`config.mk`:
```
export PLATFORM = sky130hd
export DESIGN_NAME = writeback_arbiter_flat
export DESIGN_NICKNAME = d
export VERILOG_FILES = /design/src/rtl/writeback_arbiter_if.sv /design/src/rtl/writeback_arbiter.sv /design/src/flat_wrapper.sv
export SDC_FILE = /design/constraint.sdc
export NUM_CORES = 1
export LEC_CHECK = 0
export ABC_AREA = 1
export BUFFER_PORTS_ARGS = -buffer_cell sky130_fd_sc_hd__buf_2
export CORE_UTILIZATION = 55
export CTS_CLUSTER_SIZE = 14
export DETAILED_ROUTE_END_ITERATION = 6
export PLACE_DENSITY_LB_ADDON = 0.12
export SYNTH_ARGS = -nofsm -noshare
export SYNTH_HDL_FRONTEND = slang
export SYNTH_SLANG_ARGS = --single-unit
export TNS_END_PERCENT = 100
```
`constraint.sdc`:
```
create_clock -name clock -period 3.21 [get_ports clock]
set_clock_uncertainty 0.05 [all_clocks]
set_input_delay 0.642 -clock clock [delete_from_list [all_inputs] [get_ports clock]]
set_output_delay 0.642 -clock clock [all_outputs]
set_load 0.1 [all_outputs]
```
`src/rtl/writeback_arbiter_if.sv`:
```
// Writeback arbiter bus: ALU result stream, mult/div result handshake,
// hazard query port and the registered regfile write port.
interface writeback_arbiter_if #(
    parameter int PTRW = 2
);
    logic            alu_valid;
    logic [4:0]      alu_rd;
    logic [31:0]     alu_data;
    logic            md_valid;
    logic            md_ready;
    logic [4:0]      md_rd;
    logic [31:0]     md_data;
    logic [4:0]      ctrl_queryReg;
    logic            query_pending;
    logic [PTRW:0]   md_count;
    logic            ctrl_writeEnable;
    logic [4:0]      ctrl_writeReg;
    logic [31:0]     data_writeReg;

    // Upstream side: produces results and queries, observes the write port.
    modport master (
        output alu_valid, alu_rd, alu_data,
        output md_valid, md_rd, md_data,
        output ctrl_queryReg,
        input  md_ready, query_pending, md_count,
        input  ctrl_writeEnable, ctrl_writeReg, data_writeReg
    );

    // Arbiter side.
    modport slave (
        input  alu_valid, alu_rd, alu_data,
        input  md_valid, md_rd, md_data,
        input  ctrl_queryReg,
        output md_ready, query_pending, md_count,
        output ctrl_writeEnable, ctrl_writeReg, data_writeReg
    );
endinterface

```
`src/rtl/writeback_arbiter.sv`:
```
// Writeback arbiter: ALU results always win the single regfile write port;
// mult/div results wait in an in-order queue and drain on idle ALU cycles.
// A newer ALU write to the same register kills any queued mult/div result
// (WAW), which then pops without a write strobe.
module writeback_arbiter #(
    parameter int DEPTH = 4,
    parameter int PTRW  = 2
) (
    input  logic          clock,
    input  logic          ctrl_reset,
    writeback_arbiter_if.slave bus
);
    localparam logic [PTRW:0] DEPTH_CNT = (PTRW+1)'(DEPTH);

    // Queue storage; rd/data have no reset, only the live bits do.
    logic [4:0]        rd_mem   [DEPTH];
    logic [31:0]       data_mem [DEPTH];
    logic [DEPTH-1:0]  live_reg;
    logic [DEPTH-1:0]  occupied;
    logic [DEPTH-1:0]  query_hit;

    logic [PTRW-1:0]   wr_ptr_reg;
    logic [PTRW-1:0]   rd_ptr_reg;
    logic [PTRW:0]     count_reg;

    logic              write_en_reg;
    logic [4:0]        write_rd_reg;
    logic [31:0]       write_data_reg;

    logic              full;
    logic              empty;
    logic              push;
    logic              pop;
    logic              alu_kill;
    logic              push_live;
    logic [4:0]        head_rd;
    logic [31:0]       head_data;
    logic              head_live;

    assign full  = (count_reg == DEPTH_CNT);
    assign empty = (count_reg == '0);

    // Ready is purely !full, so a full queue never enqueues even while popping.
    assign push = bus.md_valid && !full;
    // The head only drains on cycles the ALU leaves the write port idle.
    assign pop  = !bus.alu_valid && !empty;

    assign alu_kill = bus.alu_valid && (bus.alu_rd != 5'd0);

    // A concurrent ALU result is younger than the mult/div result, so it
    // overwrites it: the queued copy is born dead. r0 writes are always dead.
    assign push_live = (bus.md_rd != 5'd0) &&
                       !(bus.alu_valid && (bus.alu_rd == bus.md_rd));

    // Head read is combinational: a popped entry must reach the output
    // register at the same edge it is selected.
    assign head_rd   = rd_mem[rd_ptr_reg];
    assign head_data = data_mem[rd_ptr_reg];
    assign head_live = live_reg[rd_ptr_reg];

    genvar gi;
    generate
        for (gi = 0; gi < DEPTH; gi++) begin : g_entry
            logic [PTRW-1:0] offset;

            // Slot distance from the head, modulo DEPTH; occupied if within count.
            assign offset        = PTRW'(gi) - rd_ptr_reg;
            assign occupied[gi]  = ({1'b0, offset} < count_reg);
            assign query_hit[gi] = occupied[gi] && live_reg[gi] &&
                                   (rd_mem[gi] == bus.ctrl_queryReg) &&
                                   (bus.ctrl_queryReg != 5'd0);

            // Live bit: set on enqueue, cleared by a matching ALU write.
            always_ff @(posedge clock or posedge ctrl_reset) begin
                if (ctrl_reset) begin
                    live_reg[gi] <= 1'b0;
                end else if (push && (wr_ptr_reg == PTRW'(gi))) begin
                    live_reg[gi] <= push_live;
                end else if (alu_kill && (rd_mem[gi] == bus.alu_rd)) begin
                    live_reg[gi] <= 1'b0;
                end
            end
        end
    endgenerate

    // Entry payload capture on enqueue.
    always_ff @(posedge clock) begin
        if (push) begin
            rd_mem[wr_ptr_reg]   <= bus.md_rd;
            data_mem[wr_ptr_reg] <= bus.md_data;
        end
    end

    // Queue pointers and occupancy; killed entries still occupy a slot.
    always_ff @(posedge clock or posedge ctrl_reset) begin
        if (ctrl_reset) begin
            wr_ptr_reg <= '0;
            rd_ptr_reg <= '0;
            count_reg  <= '0;
        end else begin
            if (push) begin
                wr_ptr_reg <= wr_ptr_reg + 1'b1;
            end
            if (pop) begin
                rd_ptr_reg <= rd_ptr_reg + 1'b1;
            end
            case ({push, pop})
                2'b10:   count_reg <= count_reg + 1'b1;
                2'b01:   count_reg <= count_reg - 1'b1;
                default: count_reg <= count_reg;
            endcase
        end
    end

    // Registered regfile write port: ALU first, else queue head, else idle.
    always_ff @(posedge clock or posedge ctrl_reset) begin
        if (ctrl_reset) begin
            write_en_reg   <= 1'b0;
            write_rd_reg   <= '0;
            write_data_reg <= '0;
        end else if (bus.alu_valid) begin
            write_en_reg   <= (bus.alu_rd != 5'd0);
            write_rd_reg   <= bus.alu_rd;
            write_data_reg <= bus.alu_data;
        end else if (pop) begin
            write_en_reg   <= head_live && (head_rd != 5'd0);
            write_rd_reg   <= head_rd;
            write_data_reg <= head_data;
        end else begin
            write_en_reg   <= 1'b0;
        end
    end

    assign bus.md_ready         = !full;
    assign bus.query_pending    = |query_hit;
    assign bus.md_count         = count_reg;
    assign bus.ctrl_writeEnable = write_en_reg;
    assign bus.ctrl_writeReg    = write_rd_reg;
    assign bus.data_writeReg    = write_data_reg;

endmodule

```
`src/flat_wrapper.sv`:
```
// flat-port wrapper written by rule: the top's interface ports become plain ports
module writeback_arbiter_flat 
#(
    parameter int DEPTH = 4,
    parameter int PTRW  = 2
)
  (clock, ctrl_reset, bus_alu_valid, bus_alu_rd, bus_alu_data, bus_md_valid, bus_md_rd, bus_md_data, bus_ctrl_queryReg, bus_md_ready, bus_query_pending, bus_md_count, bus_ctrl_writeEnable, bus_ctrl_writeReg, bus_data_writeReg);
  writeback_arbiter_if #(.PTRW(PTRW)) bus_i ();
  input  logic clock;
  input  logic ctrl_reset;
  input wire logic [$bits(bus_i.alu_valid)-1:0] bus_alu_valid;
  input wire logic [$bits(bus_i.alu_rd)-1:0] bus_alu_rd;
  input wire logic [$bits(bus_i.alu_data)-1:0] bus_alu_data;
  input wire logic [$bits(bus_i.md_valid)-1:0] bus_md_valid;
  input wire logic [$bits(bus_i.md_rd)-1:0] bus_md_rd;
  input wire logic [$bits(bus_i.md_data)-1:0] bus_md_data;
  input wire logic [$bits(bus_i.ctrl_queryReg)-1:0] bus_ctrl_queryReg;
  output wire logic [$bits(bus_i.md_ready)-1:0] bus_md_ready;
  output wire logic [$bits(bus_i.query_pending)-1:0] bus_query_pending;
  output wire logic [$bits(bus_i.md_count)-1:0] bus_md_count;
  output wire logic [$bits(bus_i.ctrl_writeEnable)-1:0] bus_ctrl_writeEnable;
  output wire logic [$bits(bus_i.ctrl_writeReg)-1:0] bus_ctrl_writeReg;
  output wire logic [$bits(bus_i.data_writeReg)-1:0] bus_data_writeReg;
  assign bus_i.alu_valid = bus_alu_valid;
  assign bus_i.alu_rd = bus_alu_rd;
  assign bus_i.alu_data = bus_alu_data;
  assign bus_i.md_valid = bus_md_valid;
  assign bus_i.md_rd = bus_md_rd;
  assign bus_i.md_data = bus_md_data;
  assign bus_i.ctrl_queryReg = bus_ctrl_queryReg;
  assign bus_md_ready = bus_i.md_ready;
  assign bus_query_pending = bus_i.query_pending;
  assign bus_md_count = bus_i.md_count;
  assign bus_ctrl_writeEnable = bus_i.ctrl_writeEnable;
  assign bus_ctrl_writeReg = bus_i.ctrl_writeReg;
  assign bus_data_writeReg = bus_i.data_writeReg;
  writeback_arbiter #(.DEPTH(DEPTH), .PTRW(PTRW)) u_core (.clock(clock), .ctrl_reset(ctrl_reset), .bus(bus_i));
endmodule
```
* Word level (Yosys, flattened, before mapping)
Memories as Yosys holds them, arrays and structs flattened.
Cells that the tools add are included.
** Word-level totals
- Register bits :: 49
- Latch bits :: 0
- Bits in writable memories :: 148
- Memory bits (read-only) :: 0
- Input port bits :: 83
- Output and inout port bits :: 43
- Memories kept :: 2
** Cells by class
- Add/subtract/negate cells :: 8
- $mul :: 0
- Div/mod/pow operators :: 0
- $lt $le $gt $ge :: 5
- Equality and inequality tests :: 15
- Shift-type cells :: 0
- Muxes and demuxes :: 19
- Bitwise logic cells :: 0
- Reduce and logical (&&, ||, !) cells :: 43
** Memory list
- u_core.data_mem :: words 4, width 32, rd ports 1, clocked after memory_dff 0, wr ports 1, RTL line writeback_arbiter.sv:17 : logic [31:0] data_mem [DEPTH];
- u_core.rd_mem :: words 4, width 5, rd ports 5, clocked after memory_dff 0, wr ports 1, RTL line writeback_arbiter.sv:16 : logic [4:0] rd_mem [DEPTH];
** Operators by type and width (count)
- $mux 32 :: 2
- $eq 5x5->1 :: 9
- $logic_and 1x1->1 :: 26
- $reduce_bool 5->1 :: 4
- $mux 1 :: 13
- $lt 2x3->1 :: 4
- $reduce_bool 2->1 :: 6
- $mux 5 :: 2
- $eq 2x2->1 const B :: 3
- $pmux 3 s2 :: 1
- $add 2x1->2 const B :: 2
- $eq 2x1->1 const B :: 2
- $logic_not 1->1 :: 4
- $reduce_or 4->1 :: 1
- $sub 1x2->2 const A :: 2
- $sub 2x2->2 const A :: 2
- $add 3x1->3 const B :: 1
- $eq 3x3->1 const B :: 1
- $logic_not 3->1 :: 1
- $lt 2x3->1 const B :: 1
- $sub 3x1->3 const B :: 1
- $bmux 1 s2 :: 1
- $logic_not 2->1 :: 1

* Depth between registers and ports, before layout
Gate-level depths: netlist (run 1).
- Word-level depth :: 6
- Gate-level depth with buffers :: 14

* Worst setup path before layout (run 1)
No wires, ideal clock.
- Path kind :: reg2out
- Start :: register u_core.count_reg[1], in the netlist u_core.bus.md_count[1]
- End :: output port bus_query_pending
- Arrival time :: 3.223 ns
- Data required time :: 2.518 ns
- Slack :: -0.705 ns
- Cell stages (with the launch flop) :: 9
- Path through :: dfrtp_1 inv_1 ha_1 nor2_1 a22oi_1 nand3_1 nand2_1 nor2_1 nor2_1
** Between the ends
- Longest elaborated chain between the ends :: 5
- Elaborated cells on any way between the ends :: 17
- Classes of those cells :: 4 x order compare; 13 x reduce/logical
** Ends and longest elaborated chain
- from (decl) :: RTL line writeback_arbiter.sv:24 : logic [PTRW:0] count_reg;
- from (signal assigned) :: RTL line writeback_arbiter.sv:108 : 2'b10: count_reg <= count_reg + 1'b1;
- from (signal assigned) :: RTL line writeback_arbiter.sv:109 : 2'b01: count_reg <= count_reg - 1'b1;
- from (signal assigned) :: RTL line writeback_arbiter.sv:110 : default: count_reg <= count_reg;
- $lt 2x3->1 :: RTL line writeback_arbiter.sv:68 : assign occupied[gi] = ({1'b0, offset} < count_reg);
- $logic_and 1x1->1 (2 in series) :: RTL line writeback_arbiter.sv:69 : assign query_hit[gi] = occupied[gi] && live_reg[gi] &&
- $logic_and 1x1->1 :: RTL line writeback_arbiter.sv:70 : (rd_mem[gi] == bus.ctrl_queryReg) &&
- $reduce_or 4->1 (*) :: RTL line writeback_arbiter.sv:135 : assign bus.query_pending = |query_hit;
- to (decl) :: RTL line flat_wrapper.sv:19 : output wire logic [$bits(bus_i.query_pending)-1:0] bus_query_pending;
Every way passes the cells marked *; elsewhere a longest branch is shown, timed or not.

* Worst setup path after layout (run 1)
- Start :: register u_core.rd_ptr_reg[0]
- End :: output port bus_query_pending
** Between the ends
- Longest elaborated chain between the ends :: 6
- Elaborated cells on any way between the ends :: 21
- Classes of those cells :: 4 x add/sub; 4 x order compare; 13 x reduce/logical
** Ends and longest elaborated chain
- from (decl) :: RTL line writeback_arbiter.sv:23 : logic [PTRW-1:0] rd_ptr_reg;
- from (signal assigned) :: RTL line writeback_arbiter.sv:105 : rd_ptr_reg <= rd_ptr_reg + 1'b1;
- $sub 1x2->2 / $sub 2x2->2 (equally long branches) :: RTL line writeback_arbiter.sv:67 : assign offset = PTRW'(gi) - rd_ptr_reg;
- $lt 2x3->1 :: RTL line writeback_arbiter.sv:68
- $logic_and 1x1->1 (2 in series) :: RTL line writeback_arbiter.sv:69
- $logic_and 1x1->1 :: RTL line writeback_arbiter.sv:70
- $reduce_or 4->1 (*) :: RTL line writeback_arbiter.sv:135
Marks and branches as above.

==> results of run 1 <==
## worst max-delay path, cell delays in order, from the launching register on
cell,delay (ns)
dfrtp_1,0.55
nand2_1,0.17
nand2_1,0.13
inv_1,0.06
ha_1,0.27
nand3_1,0.07
nand2_1,0.07
nor2_1,0.04
nand2_1,0.05
nand2_1,0.05
nor2_1,0.18
nor2_4,0.05
buf_12,0.17
## per-layer routing
layer  up-vias  wire (um)  track usage (%)
met3        34       1139            5.483
met1      3103       9033            35.85
met2       221      10440            46.18
met4         0        402            9.072
li1       2992          -                -
met5         -          0                0
## cells in the final DEF (no fill, tap or decap), types with 8 or more instances in the layout
cell | synthesis | routed
ha_1 | 9 | 9
nand2_1 | 281 | 280
xor2_1 | 14 | 14
buf_4 | 5 | 10
nor2_1 | 64 | 62
clkbuf_16 | 0 | 18
buf_2 | 12 | 124
nand3_1 | 24 | 23
o21ai_0 | 17 | 17
edfxtp_1 | 148 | 148
a22oi_1 | 17 | 17
dfrtp_1 | 49 | 49
inv_1 | 50 | 45
xnor2_1 | 8 | 8
a31oi_1 | 24 | 24
nand4_1 | 31 | 31
a21oi_1 | 14 | 14
## worst max path at each step
stage	to	cells after the start	startpoint	slack [ns]
after global placement	bus_query_pending	12	u_core.rd_ptr_reg[0]$_DFFE_PP0P_	0.72
after global routing	bus_query_pending	12	u_core.rd_ptr_reg[0]$_DFFE_PP0P_	0.003
final	bus_query_pending	12	u_core.rd_ptr_reg[0]$_DFFE_PP0P_	0.23
after CTS	bus_query_pending	12	u_core.rd_ptr_reg[0]$_DFFE_PP0P_	0.21
after floorplan	bus_query_pending	8	u_core.bus.md_count[1]$_DFFE_PP0P_	0.07
after detailed placement	bus_query_pending	12	u_core.rd_ptr_reg[0]$_DFFE_PP0P_	0.68
## where the power goes
group	leakage, uW	switching (uW)	internal, uW
clock	0.000282	995	1070
combinational	0.00201	3720	955
sequential	0.00194	347	3460
## layout make-up
type	count	area [um2]	area share (%)
timing repair buffer	139	795.8	7.946
multi-input combinational	520	2515	25.11
clock inverter	14	131.4	1.312
inverter	53	214.0	2.136
clock buffer	18	450.4	4.498
antenna	1	2.502	0.02499
sequential	197	5670	56.62
tap	188	235.2	2.349
## cell families (layout without fill, tap and decap cells)
family | after synthesis | in the layout | share of synthesized area, %
adders and majority gates | 10 | 10 | 1.556
and+or+nand+nor | 405 | 405 | 19.35
AOI/OAI and AO/OA | 83 | 83 | 6.078
xor gates and xnor gates | 22 | 22 | 2.261
other | 0 | 1 | 0
buffers and inverters | 87 | 224 | 4.228
DFF | 197 | 197 | 66.53
## through the flow
stage | utilization, % | area [um2]
final | 66.12 | 10010
after global routing | 66.10 | 10010
after CTS | 66.10 | 10010
after detailed placement | 62.26 | 9430
after global placement | 62.26 | 9430
after floorplan | - | 8548
==> qor.txt, run 1 <==
CTS tree - built
RSZ-0062 raised after global routing - no
Initial Util - 56.27%
Max FFs per register - 128
Total grt overflow - 0
Final setup viols - 0
Port Buf Inserts - 125
Syn_area_per_cell - 10.60 um2
Worst Setup Slack, final - 0.2265 ns
Placed insts - 1,097
Leak - 0.004238 uW
CTS root buf - clkbuf_16
# clock sinks - 197
Leading area contributor after synthesis - edfxtp_1
Worst-margin pin slew - 0.6860 ns
1st-iter DRT viols - 506
Pin count of the biggest net entering global routing - 49
Worst-Skew Late Latency - 0.43 ns
CP endpoint kind - output port
Final instance count without filler cells - 1,130
Fin Setup TNS - 0 ns
Post-Place Worst Slack - 0.6756 ns
Synth Warn # - 0
Library cells used by synthesis - 30
Most used DFF post-synth - edfxtp_1
CTS resizes - 0
Worst path arrival time - 2.29 ns
Post-Route WL - 21,020 um
Initial antenna violation count - 1
Largest fanout on the critical path - 7
Die Wd - 126.5 um
Slew HR - 54.16%
Worst R2R End - u_core.data_mem[3][1]$_DFFE_PP_
Total power - 10,560 uW
Routed WL per cell - 18.60 um
Die area - 16,000 um2
Pwr per Cell Area - 1054 nW/um2
Gr usage total - 27.41%
Most frequent cells after synthesis - nand2_1 (281), edfxtp_1 (148), nor2_1 (64), inv_1 (50), dfrtp_1 (49)
First-pass GRT wire length - 33,070 um
Sequential area share after synthesis - 66.53%
GP Congestion - 0.8888
Hold Crit Class - in2async
Vias - 6,350
Status - completed
Hold-fix buffers, CTS - 0
Max IR drop VDD - 657.8 uV
Tcrit/Tclk final - 92.94%
Core Rows - 45
Fraction of registers with async set/reset - 24.87%
Syn Nets - 897
Clock buffer count from CTS - 17
Cell Area, Synth - 8523 um2
Postcts setup bufs - 0
Core ar. - 15,150 um2
DRC viols - 0
Tmin final - 2.983 ns
Layout cells sized above 1 - 19.87%
WS Path Type - reg2out
Top Ports - 126
Pins Over Slew Limit - 0
Post-DP HPWL - 13,730 um
Endpoints failing hold - 0
Die Height - 126.5 um
Clk slew on worst S/H paths - 0.07 ns
Detailed Routing Iterations Pass 1 - 4
Layout filler cell count - 1,167
Nets@finish - 1,021
Antenna-violating nets left - 0
Fmax - 335.2 MHz
Vias in the first global route - 6,258
Synthesized instance count - 804
Post-synth EDFFs - 148
WP data required - 2.52 ns
RR Startpoint - u_core.bus.md_count[0]$_DFFE_PP0P_
Top cell type's share of synthesized area - 52.14%
Htree depth - 4
Drt via density - 5.619
Max clock buf depth - 2
WHS - 0.1389 ns
Most common cell in the netlist - nand2_1
Synth top area cells - edfxtp_1 (52%), dfrtp_1 (14%), nand2_1 (12%), nor2_1 (2.8%), nand4_1 (2.3%)
Yosys reg bits - 197
Top reg by flops - u_core.data_mem
Area growth syn-to-layout - 17.50%
R2R Setup Slk - 0.76 ns
Startpoint Class - flop
Max-cap violations - 0
R2r worst-path depth - 7
Power figures use the tool's default switching activity.
==> run 2, diff against run 1 <==
--- a/config.mk
+++ b/config.mk
@@ -7,7 +7,7 @@
 export LEC_CHECK = 0
 export ABC_AREA = 1
 export BUFFER_PORTS_ARGS = -buffer_cell sky130_fd_sc_hd__buf_2
-export CORE_UTILIZATION = 55
+export CORE_UTILIZATION = 38
 export CTS_CLUSTER_SIZE = 14
 export DETAILED_ROUTE_END_ITERATION = 6
 export PLACE_DENSITY_LB_ADDON = 0.12
==> qor.txt, run 2 (synthesis gave the netlist of run 1 again) <==
Hold Crit Class - in2async
Worst path arrival time - 2.26 ns (-0.03 ns)
Tcrit/Tclk final - 91.82% (-1.1 points)
Endpoints failing hold - 0 (unchanged)
Post-DP HPWL - 14,090 um (+2.6%)
Leak - 0.004239 uW (about the same)
Slew HR - 52.48% (-1.7 points)
Initial Util - 38.93% (-17 points)
Pins Over Slew Limit - 0 (unchanged)
Layout filler cell count - 2,098 (+80%)
CTS tree - built
WS Path Type - reg2out
Die area - 23,030 um2 (+44%)
Max clock buf depth - 2 (unchanged)
Max IR drop VDD - 510.0 uV (-22%)
Pwr per Cell Area - 1039 nW/um2 (-1.5%)
Post-Route WL - 21,140 um (+0.61%)
Pin count of the biggest net entering global routing - 39 (-20%)
Tmin final - 2.948 ns (-0.03595 ns)
WHS - 0.1762 ns (+0.03736 ns)
Detailed Routing Iterations Pass 1 - 5 (+1)
First-pass GRT wire length - 32,570 um (-1.5%)
Reg area - 5672 um2 (about the same)
Fin Setup TNS - 0 ns (unchanged)
Startpoint Class - flop
Initial antenna violation count - 1 (unchanged)
Most frequent cells in the layout - nand2_1 (280), edfxtp_1 (148), buf_2 (124), nor2_1 (62), dfrtp_1 (48)
Area taken by multi-input logic gates - 2515 um2 (unchanged)
Die Height - 151.8 um (+20%)
Final setup viols - 0 (unchanged)
Routed WL per cell - 17.27 um (-7.1%)
Htree depth - 4 (unchanged)
Port Buf Inserts - 125 (unchanged)
Core Rows - 54 (+20%)
1st-iter DRT viols - 386 (-24%)
Area growth syn-to-layout - 18.85%
Top reg by flops - u_core.data_mem
DRC viols - 0 (unchanged)
Gr usage total - 19.29% (-8.1 points)
Clock buffer count from CTS - 17 (unchanged)
Vias in the first global route - 5,923 (-5.4%)
Status - completed
Postcts setup bufs - 0 (unchanged)
Drt via density - 4.931 (-12%)
Max FFs per register - 128 (unchanged)
Fmax - 339.3 MHz (+1.2%)
Largest fanout on the critical path - 6 (-1)
Worst-Skew Late Latency - 0.43 ns (about the same)
Max-cap violations - 0 (unchanged)
GP Congestion - 0.9068 (+2.0%)
Leading cell type in the layout, fill and taps excluded - nand2_1
Top Ports - 126 (unchanged)
CTS resizes - 0 (unchanged)
Worst-margin pin slew - 0.7119 ns (+0.02591 ns)
Core ar. - 21,890 um2 (+45%)
CP endpoint kind - output port
WP data required - 2.52 ns (about the same)
Antenna-violating nets left - 0 (unchanged)
Clk slew on worst S/H paths - 0.07 ns (about the same)
Nets@finish - 1,023 (+0.20%)
Die Wd - 151.8 um (+20%)
RSZ-0062 raised after global routing - no
CTS root buf - clkbuf_16
Vias - 6,035 (-5.0%)
# clock sinks - 197 (unchanged)
Layout cells sized above 1 - 20.04% (+0.17 points)
Total grt overflow - 0 (unchanged)
Hold-fix buffers, CTS - 0 (unchanged)
-- run 2: cell types whose count changed in the layout (fill, tap and decap cells not counted) --
| cell | delta |
|---|---|
| clkbuf_8 | +1 |
| dfrtp_1 | -1 |
| clkbuf_16 | -1 |
| clkinv_4 | -1 |
| buf_4 | +2 |
| bufinv_16 | +1 |
| clkbuf_1 | +1 |
| clkinv_8 | -1 |
| dfrtp_2 | +1 |
| clkinv_2 | +3 |
| inv_8 | -1 |
| inv_6 | -2 |
-- run 2: through the flow --
stage / setup WS (ns) / cells / area [um2] / power, uW / utilization (%)
6_report: 0.2625 / 1224 / 10130 / 10520 / 46.27
3_3_place_gp: 0.7030 / 1191 / 9560 / 8549 / 43.67
4_1_cts: 0.2116 / 1223 / 10130 / 10630 / 46.26
5_1_grt: 0.04745 / 1224 / 10130 / 11110 / 46.27
2_1_floorplan: 0.06590 / 804 / 8548 / 7389 / -
3_5_place_dp: 0.6923 / 1191 / 9560 / 8568 / 43.67
-- run 2: critical path, stage by stage, from the launching register on --
cell	delay [ns]
dfrtp_1	0.53
nand2_1	0.18
nand2_1	0.12
inv_1	0.06
ha_1	0.27
nand3_1	0.07
nand2_1	0.07
nor2_1	0.04
nand2_1	0.04
nand2_1	0.05
nor2_1	0.18
nor2_4	0.05
buf_12	0.18
-- run 2: where the power goes --
part           switching [uW]  total (uW)  internal [uW]  leakage, uW
Sequential                318        3780           3460      0.00194
Combinational            3700        4670            970      0.00202
Clock                     960        2070           1110     0.000278
-- run 2: layout make-up --
type	count	area share, %
Clock inverter	13	1.210
Multi-Input combinational cell	520	24.83
Clock buffer	19	4.373
Timing Repair Buffer	141	8.004
Tap cell	280	3.459
Antenna cell	1	0.02470
Inverter	53	2.112
Sequential cell	197	55.99
-- run 2: final timing paths --
kind	startpoint	to	slack, ns	cells after the start
hold reg to reg	u_core.bus.data_writeReg[15]$_DFFE_PP0P_	u_core.bus.data_writeReg[15]$_DFFE_PP0P_	0.46	2
max in group asynchronous	ctrl_reset	u_core.rd_ptr_reg[0]$_DFFE_PP0P_	2.31	3
min in group clock	bus_md_data[28]	u_core.data_mem[1][28]$_DFFE_PP_	0.38	1
hold / removal	ctrl_reset	u_core.bus.data_writeReg[26]$_DFFE_PP0P_	0.18	2
setup / recovery	u_core.rd_ptr_reg[1]$_DFFE_PP0P_	bus_query_pending	0.26	12
setup reg to reg	u_core.bus.md_count[0]$_DFFE_PP0P_	u_core.data_mem[2][9]$_DFFE_PP_	0.89	7
-- run 2: routing by layer --
metal,share of wire [%],track usage [%],vias up
met5,0,0,-
met4,1.2,5.347,0
met3,5.0,4.341,17
met2,48,31.98,153
met1,46,25.33,2881
li1,-,-,2984
==> run 3, diff against run 2 <==
--- a/config.mk
+++ b/config.mk
@@ -5,7 +5,6 @@
 export SDC_FILE = /design/constraint.sdc
 export NUM_CORES = 1
 export LEC_CHECK = 0
-export ABC_AREA = 1
 export BUFFER_PORTS_ARGS = -buffer_cell sky130_fd_sc_hd__buf_2
 export CORE_UTILIZATION = 38
 export CTS_CLUSTER_SIZE = 14
==> qor.txt, run 3 <==
Status - completed
First-pass GRT wire length - 29,370 um (-9.8%)
Most frequent cells in the layout - edfxtp_1 (148), buf_2 (124), dfrtp_1 (46), nand2_1 (39), o21ai_0 (39)
Max FFs per register - 128 (unchanged)
Max IR drop VDD - 504.8 uV (-1.0%)
Tcrit/Tclk final - 96.54% (+4.7 points)
Die area - 22,690 um2 (-1.5%)
Max clock buf depth - 2 (unchanged)
Startpoint Class - flop
Top Ports - 126 (unchanged)
Worst-margin pin slew - 0.7714 ns (+0.05944 ns)
Max-cap violations - 0 (unchanged)
Top cell type's share of synthesized area - 52.94% (+0.79 points)
Fmax - 322.7 MHz (-4.9%)
Placed cell areas - 9376 um2 (-1.9%)
Clk slew on worst S/H paths - 0.07 ns (about the same)
Fraction of registers with async set/reset - 24.87% (unchanged)
Post-DP HPWL - 12,880 um (-8.6%)
Post-synth EDFFs - 148 (unchanged)
Htree depth - 4 (unchanged)
R2r worst-path depth - 5 (-2)
Initial Util - 38.59% (-0.34 points)
Port Buf Inserts - 125 (unchanged)
Initial antenna violation count - 3 (+2)
Post-Route WL - 19,330 um (-8.6%)
DRC viols - 0 (unchanged)
Sequential area share after synthesis - 67.54% (+1.0 points)
Leading area contributor after synthesis - edfxtp_1
Slew HR - 48.58% (-3.9 points)
Endpoints failing hold - 0 (unchanged)
Leading cell type in the layout, fill and taps excluded - edfxtp_1
WP data required - 2.52 ns (about the same)
RR Startpoint - u_core.rd_ptr_reg[0]$_DFFE_PP0P_
Gr usage total - 18.06% (-1.2 points)
Fin Setup TNS - 0 ns (unchanged)
Core Rows - 54 (unchanged)
Detailed Routing Iterations Pass 1 - 6 (+1)
Routed WL per cell - 20.67 um (+20%)
Nets@finish - 735 (-28%)
Antenna-violating nets left - 0 (unchanged)
Library cells used by synthesis - 33 (+10%)
Layout filler cell count - 1,967 (-6.2%)
Most used DFF post-synth - edfxtp_1
Tmin final - 3.099 ns (+0.1513 ns)
Area taken by multi-input logic gates - 2477 um2 (-1.5%)
CP endpoint kind - output port
CTS tree - built
Synth Warn # - 0 (unchanged)
Worst path arrival time - 2.41 ns (+0.15 ns)
Vias in the first global route - 5,041 (-15%)
# clock sinks - 197 (unchanged)
Post-Place Worst Slack - 0.4641 ns (-0.2282 ns)
Finished Cell Area - 9931 um2 (-2.0%)
CTS root buf - clkbuf_16
Reg area - 5677 um2 (about the same)
Total grt overflow - 0 (unchanged)
Layout cells sized above 1 - 32.82% (+13 points)
Most common cell in the netlist - edfxtp_1
Antenna cells - 0 (-1)
Pin count of the biggest net entering global routing - 41 (+5.1%)
Largest fanout on the critical path - 2 (-4)
Area growth syn-to-layout - 18.29%
Worst-Skew Late Latency - 0.42 ns (about the same)
Top reg by flops - u_core.data_mem
WS Path Type - reg2out
Yosys reg bits - 197 (unchanged)
Drt via density - 5.139 (+4.2%)
R2R Setup Slk - 0.86 ns (-0.03 ns)
Syn_area_per_cell - 16.30 um2 (+54%)
Core ar. - 21,760 um2 (-0.62%)
Most frequent cells after synthesis - edfxtp_1 (148), dfrtp_1 (49), nand2_1 (39), o21ai_0 (39)
Hold Crit Class - in2async
Worst R2R End - u_core.bus.ctrl_writeReg[1]$_DFFE_PP0P_
Leak - 0.003748 uW (-12%)
1st-iter DRT viols - 241 (-38%)
Final setup viols - 0 (unchanged)
Die Height - 150.6 um (-0.74%)
Vias - 4,805 (-20%)
Die Wd - 150.6 um (-0.74%)
Clock buffer count from CTS - 17 (unchanged)
Postcts setup bufs - 0 (unchanged)
Post-layout util - 45.65% (-0.63 points)
Pins Over Slew Limit - 0 (unchanged)
Worst Setup Slack, final - 0.1112 ns (-0.1513 ns)
RSZ-0062 raised after global routing - no
GP Congestion - 0.8809 (-2.9%)
Synthesized instance count - 515 (-36%)
Cell Area, Synth - 8396 um2 (-1.5%)
Syn Nets - 608 (-32%)
Pwr per Cell Area - 1031 nW/um2 (-0.77%)
Synth top area cells - edfxtp_1 (53%), dfrtp_1 (15%), mux4_2 (8.9%), mux2i_1 (3.9%), xnor2_1 (3.1%)
[run 3: final cells by class]
class	instances	area share [%]
Multi-Input combinational cell	261	24.95
Timing Repair Buffer	142	8.026
Sequential cell	197	57.16
Clock inverter	14	1.147
Tap cell	280	3.528
Clock buffer	18	4.322
Inverter	23	0.8693
[run 3: repair_timing]
item,in CTS,in global routing
setup endpoints to repair,0,1
hold buffers,0,0
gates resized for setup,0,3
[run 3: worst max path at each step]
| stage | from | endpoint | cells after the start |
|---|---|---|---|
| 5_1_grt | u_core.rd_ptr_reg[0]$_DFFE_PP0P_ | bus_query_pending | 7 |
| 6_report | u_core.rd_ptr_reg[0]$_DFFE_PP0P_ | bus_query_pending | 7 |
| 2_1_floorplan | u_core.bus.md_count[2]$_DFFE_PP0P_ | bus_query_pending | 5 |
| 4_1_cts | u_core.rd_ptr_reg[0]$_DFFE_PP0P_ | bus_query_pending | 7 |
| 3_5_place_dp | bus_ctrl_queryReg[4] | bus_query_pending | 7 |
| 3_3_place_gp | u_core.rd_ptr_reg[0]$_DFFE_PP0P_ | bus_query_pending | 7 |
[run 3: per-stage QoR]
step	hold WS [ns]	power (uW)	cells
2_1_floorplan	0.4278	7358	515
3_3_place_gp	0.4070	8300	903
3_5_place_dp	0.4141	8378	903
4_1_cts	0.2122	10370	935
5_1_grt	0.2377	10740	935
6_report	0.2072	10240	935
[run 3: where the power goes]
| part | internal [uW] | switching [uW] | leakage, uW |
|---|---|---|---|
| registers | 3470 | 353 | 0.00193 |
| logic | 1170 | 3250 | 0.00155 |
| clock network | 1010 | 975 | 0.000269 |
| total | 5660 | 4580 | 0.00375 |
[run 3: routing by layer]
layer  part of all wire, %  track usage, %  vias up
li1                      -               -     2201
met1                    43           23.06     2452
met2                    51           30.44      122
met3                   5.2           4.394       24
met4                   1.2           5.300        6
met5                  0.21               0        -
[run 3: cell families after synthesis]
logic type	synth area share, %
compound gates	3.920
xor+xnor	5.425
fa+ha+maj	1.580
buf+inv	3.174
flops	67.54
mux	14.35
simple gates	4.009
[run 3: worst max-delay path: stages (launching register included)]
cell and delay, ns:
dfrtp_4 0.48, xor2_1 0.20, inv_1 0.07, ha_1 0.27, a2111oi_0 0.49, nor4_2 0.11
a21oi_4 0.16, buf_12 0.19
